--- src/rtl/systolic_feeder.sv ---
// rtl/systolic_feeder.sv - operand feeder for a DIMxDIM systolic array (A rows / B columns, skewed)
//
// Holds one A and one B matrix, loaded a row at a time while idle. A start
// pulse launches a 3*DIM-2 cycle stream in which row i of A and column j of B
// are delayed by i and j cycles respectively, padded with zeros, with mac_en
// high for the whole stream so the array accumulates C = A*B.
//
// Ports:
//   clk, rst      clock, asynchronous active-high reset
//   wr_en/wr_sel  row write strobe; wr_sel 0 = A buffer, 1 = B buffer
//   wr_row        row index written
//   wr_data       row contents, element j -> column j
//   start         launch a stream (only honoured in IDLE)
//   A_out         skewed A vector, element i feeds array row i
//   B_out         skewed B vector, element j feeds array column j
//   mac_en        array accumulate enable, high for each stream cycle
//   busy          high while streaming
//   done          single-cycle pulse in the first idle cycle after a stream

module systolic_feeder #(
  parameter int BITS_AB = 8,
  parameter int DIM     = 8,
  parameter int CNT_W   = $clog2(3*DIM)
) (
  input  logic                              clk,
  input  logic                              rst,
  input  logic                              wr_en,
  input  logic                              wr_sel,
  input  logic [$clog2(DIM)-1:0]            wr_row,
  input  logic signed [DIM-1:0][BITS_AB-1:0] wr_data,
  input  logic                              start,
  output logic signed [DIM-1:0][BITS_AB-1:0] A_out,
  output logic signed [DIM-1:0][BITS_AB-1:0] B_out,
  output logic                              mac_en,
  output logic                              busy,
  output logic                              done
);

  localparam int                      IDX_W  = $clog2(DIM);
  localparam logic [CNT_W-1:0]        LAST   = CNT_W'(3*DIM-3);
  localparam logic signed [CNT_W:0]   DIM_S  = (CNT_W+1)'(DIM);
  localparam logic signed [CNT_W:0]   ZERO_S = '0;

  typedef enum logic {IDLE, STREAM} state_t;
  typedef logic [DIM-1:0][BITS_AB-1:0] row_t;

  state_t             state_q, state_d;
  logic [CNT_W-1:0]   cnt_q, cnt_d;
  logic               done_d;
  logic               mac_en_q, busy_q, done_q;
  row_t               a_q [DIM];
  row_t               b_q [DIM];
  row_t               a_d [DIM];
  row_t               b_d [DIM];
  row_t               a_out_q, a_out_d;
  row_t               b_out_q, b_out_d;
  logic signed [CNT_W:0] diff;

  // Buffer image after this edge's write. Outputs for stream cycle 0 are
  // computed from it, so a write coincident with start is already visible.
  always_comb begin
    a_d = a_q;
    b_d = b_q;
    if (state_q == IDLE && wr_en) begin
      if (wr_sel) b_d[wr_row] = wr_data;
      else        a_d[wr_row] = wr_data;
    end
  end

  // cnt_q is the stream cycle currently presented on the outputs.
  always_comb begin
    state_d = state_q;
    cnt_d   = '0;
    done_d  = 1'b0;
    case (state_q)
      IDLE: begin
        if (start) state_d = STREAM;
      end
      STREAM: begin
        if (cnt_q == LAST) begin
          state_d = IDLE;
          done_d  = 1'b1;
        end else begin
          cnt_d = cnt_q + 1'b1;
        end
      end
      default: state_d = IDLE;
    endcase
  end

  // Skew: lane k carries element (t-k) of its row/column. The difference is
  // taken one bit wider and signed so negative offsets never alias.
  always_comb begin
    diff    = '0;
    a_out_d = '0;
    b_out_d = '0;
    if (state_d == STREAM) begin
      for (int k = 0; k < DIM; k++) begin
        diff = $signed({1'b0, cnt_d}) - $signed((CNT_W+1)'(k));
        if (diff >= ZERO_S && diff < DIM_S) begin
          a_out_d[k] = a_d[k][diff[IDX_W-1:0]];
          b_out_d[k] = b_d[diff[IDX_W-1:0]][k];
        end
      end
    end
  end

  always_ff @(posedge clk or posedge rst) begin
    if (rst) begin
      state_q  <= IDLE;
      cnt_q    <= '0;
      a_q      <= '{default: '0};
      b_q      <= '{default: '0};
      a_out_q  <= '0;
      b_out_q  <= '0;
      mac_en_q <= 1'b0;
      busy_q   <= 1'b0;
      done_q   <= 1'b0;
    end else begin
      state_q  <= state_d;
      cnt_q    <= cnt_d;
      a_q      <= a_d;
      b_q      <= b_d;
      a_out_q  <= a_out_d;
      b_out_q  <= b_out_d;
      mac_en_q <= (state_d == STREAM);
      busy_q   <= (state_d == STREAM);
      done_q   <= done_d;
    end
  end

  assign A_out  = a_out_q;
  assign B_out  = b_out_q;
  assign mac_en = mac_en_q;
  assign busy   = busy_q;
  assign done   = done_q;

endmodule
--- config.mk ---
export PLATFORM = sky130hd
export DESIGN_NAME = systolic_feeder
export DESIGN_NICKNAME = d
export VERILOG_FILES = /design/src/rtl/systolic_feeder.sv
export SDC_FILE = /design/constraint.sdc
export NUM_CORES = 2
export LEC_CHECK = 0
export CAP_MARGIN = 40
export CORE_MARGIN = 2
export CORE_UTILIZATION = 50
export DETAILED_ROUTE_END_ITERATION = 6
export DONT_BUFFER_PORTS = 1
export SLEW_MARGIN = 20
export SYNTH_ARGS = -nofsm -noshare
export SYNTH_HDL_FRONTEND = slang
export SYNTH_SLANG_ARGS = --single-unit
export TNS_END_PERCENT = 50
--- constraint.sdc ---
create_clock -name clk -period 114.8 [get_ports clk]
set_input_delay 28.7 -clock clk [delete_from_list [all_inputs] [get_ports clk]]
set_output_delay 28.7 -clock clk [all_outputs]
set_load 0.03 [all_outputs]
-- Yosys cells after proc, flatten, opt, wreduce, memory -nomap -nowiden
Index checks and enable logic that the tools add are counted.
- add/sub/neg operators: 8
- $lt $le $gt $ge: 34
- eq/ne operators: 1
- multiplexer cells: 73
- bitwise operators: 10
- reduce and logical (&&, ||, !) cells: 10
- operators with widths (operator ; count):
    $mux W512 ; 4
    $bmux W64 S3 ; 8
    $bwmux W512 ; 2
    $mux W64 ; 5
    $mux W8 ; 26
    $bmux W8 S3 ; 8
    $demux W64 S3 ; 1
    $mux W56 ; 2
    $mux W48 ; 2
    $mux W40 ; 2
    $mux W32 ; 2
    $mux W24 ; 2
    $ge A6 B1 Y1 const B ; 7
    $lt A6 B5 Y1 const B ; 7
    $ge A4 B4 Y1 const B ; 9
    $not A3 Y4 ; 9
    $lt A3 B4 Y1 const B ; 8
    $mux W16 ; 2
    $sub A5 B3 Y6 const B ; 4
    $sub A5 B2 Y6 const B ; 2
    $logic_and A1 B1 Y1 ; 10
    $mux W5 ; 2
    $sub A5 B1 Y6 const B ; 1
    $add A5 B1 Y5 const B ; 1
    other kinds (7) ; 10
- register bits after elaboration: 1159
- input port bits: 72
- output and inout bits: 131
- word-level logic and storage cells: 283

-- Longest topological paths before layout
- depth in word-level cells: 13
- mapped depth: 17
- gate-level depth less buffers: 11

-- Worst setup path before layout
OpenSTA, ideal clock, no wires.
- path kind: input -> register
- from: input port wr_sel
- to: register a_out_q (netlist bit A_out[52])
- library setup time: 0.131 ns
- data arrival time: 30.411 ns
- required time: 114.669 ns
- slack: 84.259 ns
- stages on the path: 7
- path buffers: 1
- cells stage by stage: nor4b_4 > nand2_2 > buf_2 > mux2_2 > mux4_2 > mux2i_1 > nor2_1
- RTL lines (what ; line ; text):
    start, declared ; 28 ; input logic wr_sel,
    end signal, assigned ; 124 ; a_out_q <= a_out_d;
    end, declared ; 55 ; row_t a_out_q, a_out_d;

==> summary.txt <==
Logic synthesis
  – Simple-gate share of the synthesized area: 11.67%
  – Post-synth EDFFs: 0
  – Synth Instances: 4765
  – Synth Area in Adders: 0.2853%
  – Area leader, netlist: dfrtp_1
  – Area share of xor/xnor cells in the synthesized design: 0.2282%
  – Syn Nets: 4849
  – Largest family of logic cells by synthesized area: multiplexers
  – Sequential fraction of the synthesis area: 55.10%
  – FF+latch count, synth: 1159
  – Fraction of registers with async set or reset after synthesis: 100.0%
  – Post-synthesis mux area share: 17.70%
  – Ys flop type: dfrtp_1
  – Mean Syn Cell Area: 11.05 um^2
  – Area contributors post-synth: dfrtp_1 55%, mux2_2 15%, nand2_1 6.8%
  – Share of the synthesized area in the top cell type: 55.10%
  – Cell Area, Synth: 52640 um^2
  – Synth warn: 0
  – Synth Area in Compound Gates: 11.28%
  – Distinct cell type count after synthesis: 76

Global route
  – First-pass GRT wire length: 251600 um
  – Met2 Use GR: 48.82%
  – All-Layer GR Usage: 31.72%
  – Largest net degree at the start of global routing: 182
  – GR peak layer: met2
  – GRT met1 Usage: 44.14%
  – Met3 usage: 7.031%
  – Antenna violations before repair: 30
  – Congestion Overflow GR: 0
  – Vias in the first global route: 36330

Clocking
  – TritonCTS Buffers: 118
  – Cts hold-fix bufs: 0
  – Root buf cell: clkbuf_16
  – Clk_lat worst skew: 730 ps
  – Clock transition at path regs: 60 ps
  – PostCTS Resize Cnt: 0
  – Setup repair bufs after CTS: 0
  – CTS Buffer Depth: 3
  – CTS H-Tree Depth: 3
  – Clock sinks: 1159
  – CTS tree: yes

Floorplanning
  – Row cnt: 119
  – Initial Utilization: 50.21%
  – Die area: 107900 um^2
  – Core Region: 104800 um^2
  – Die Span Y: 328.5 um
  – Die width: 328.5 um
  – I/O Pins: 203

Job
  – Max cap viols: 0

STA
  – Worst-Margin Slew: 963.9 ps
  – Hold_ws: 457.5 ps
  – Relative slew slack: 35.74%
  – RSZ-0062 raised after global routing: no
  – Final max-slew violation count: 0
  – Total Negative Setup Slacks: 0 ps
  – Final setup fails: 0
  – Highest Clock Rate: 32.35 MHz
  – Clk_skew: 35.22 ps
  – Hold Fails Final Rpt: 0
  – Tcrit/Tclk final: 26.93%
  – Final period demand of the worst path: 30910 ps

Worst setup path
  – WP data required: 115350 ps
  – Startpoint Class: input port
  – Setup CP Type: in -> reg
  – Setup crit end kind: flip-flop
  – Max FO, Critical Path: 49
  – CP arrival: 31460 ps

Routing
  – Vias post-DR: 37760
  – Drt initial violations: 4238
  – Antenna viol nets, final: 0
  – Routed wire length per instance: 28.41 um
  – Final wirelength: 171500 um
  – 1st-pass router iterations: 5
  – Vias per inst: 6.257
  – Residual DRC: 0

Placement
  – Hpwl dp: 95910 um
  – Port buffer count: 0
  – GPL Wtd Cong: 0.8284
  – Placed cell count: 5807

Hold path
  – HP Class: reg -> reg

Cells and area
  – Area growth syn-to-layout: 9.898%
  – Layout cells sized above 1: 24.02%
  – Most frequent cells in the layout: 1159 x dfrtp_1, 934 x nand2_1, 721 x mux2_2, 182 x nor2_1, 151 x o22ai_1
  – Non-filler cells, final: 6035
  – Commonest non-fill, non-tap cell in the layout: dfrtp_1
  – Final nets: 4632

Power
  – Leakage power figure: 29.31 nW
  – Total power draw: 1.723 mW
  – Peak supply drop: 0.00005596 V
  – Pwr Density: 29.79 nW/um^2

Outcome
  – Status: finished, final reports clean
path summary, 6_finish.rpt:
path                            from        end  slack (ps)  depth (start not counted)
max                        wr_row[1]  B_out[48]       83890                          7
min                         a_q[429]   a_q[429]         460                          2
max reg2reg                 cnt_q[1]  A_out[62]      110150                         13
min reg2reg                 a_q[429]   a_q[429]         460                          2
max in group asynchronous        rst     a_q[1]       83930                          9
min in group asynchronous        rst  A_out[19]       27810                          1
critical path, stage by stage:
cell and delay, ps:
and2_1 360, nand2_4 600, buf_4 790, o221ai_1 190
o21ai_0 240, a21oi_1 60, a2111oi_0 470
synthesized netlist by cell type, drive strengths merged, types with 4 or more instances:
master   number
dfrtp      1159
nand2       950
mux2        721
clkbuf      256
buf         192
nor2        187
o22ai       158
nor3        125
a21oi       121
mux2i       115
a211oi       81
o21ai        71
and3         47
a311oi       44
nand2b       38
a21o         32
a211o        31
or3          30
nand3        28
a221oi       27
o211a        27
or2          27
a31oi        25
o211ai       25
o21ba        25
o221ai       23
o311a        20
inv          17
o21a         17
a221o        15
ha           12
a2111oi      11
a21bo        10
o22a         10
xnor2        10
a22o          7
a41oi         7
a22oi         6
and2          6
a2bb2oi       5
o31ai         5
nor2b         4
sequential cells by signal (all words and copies together) (netlist names):
register and count:
busy 1, b_q 512, a_q 512, B_out 64, A_out 64, cnt_q 5, done 1
power breakdown:
part	leakage (nW)	internal (mW)	switching [mW]	total, mW
clock	1.83	0.217	0.163	0.380
combinational	11.6	0.286	0.534	0.820
sequential	15.9	0.479	0.0443	0.523
total	29.3	0.982	0.741	1.72
stage by stage:
stage          setup slack [ps]  area, um^2  util (%)
2_1_floorplan             53460       52640         -
6_report                  83890       57850     55.19
3_5_place_dp              82740       53790     51.32
5_1_grt                   83480       57820     55.16
4_1_cts                   83510       57530     54.88
3_3_place_gp              81920       53330     50.88
layer usage:
| layer | share of wire, % | up-vias |
|---|---|---|
| li1 | - | 16350 |
| met1 | 42 | 19620 |
| met2 | 45 | 1505 |
| met3 | 9.4 | 278 |
| met4 | 3.5 | 6 |
| met5 | 0.020 | - |
cells by family (layout without fill, tap and decap cells):
group / Yosys count / count (layout)
xor gates and xnor gates: 12 / 12
other: 0 / 10
muxes: 838 / 838
adders and majority gates: 12 / 12
and+or+nand+nor: 1457 / 1457
buffers and inverters: 467 / 336
DFF: 1159 / 1159
AOI/OAI and AO/OA: 820 / 820
layout make-up:
class,count,area (um^2)
Sequential cell,1159,29000
Antenna cell,10,25.02
Timing Repair Buffer,111,1371
Clock inverter,22,252.7
Inverter,19,86.33
Multi-Input combinational cell,3139,21880
Tap cell,1391,1740
Fill cell,8887,46980
Clock buffer,184,3485
(Power assumes the default switching activity.)
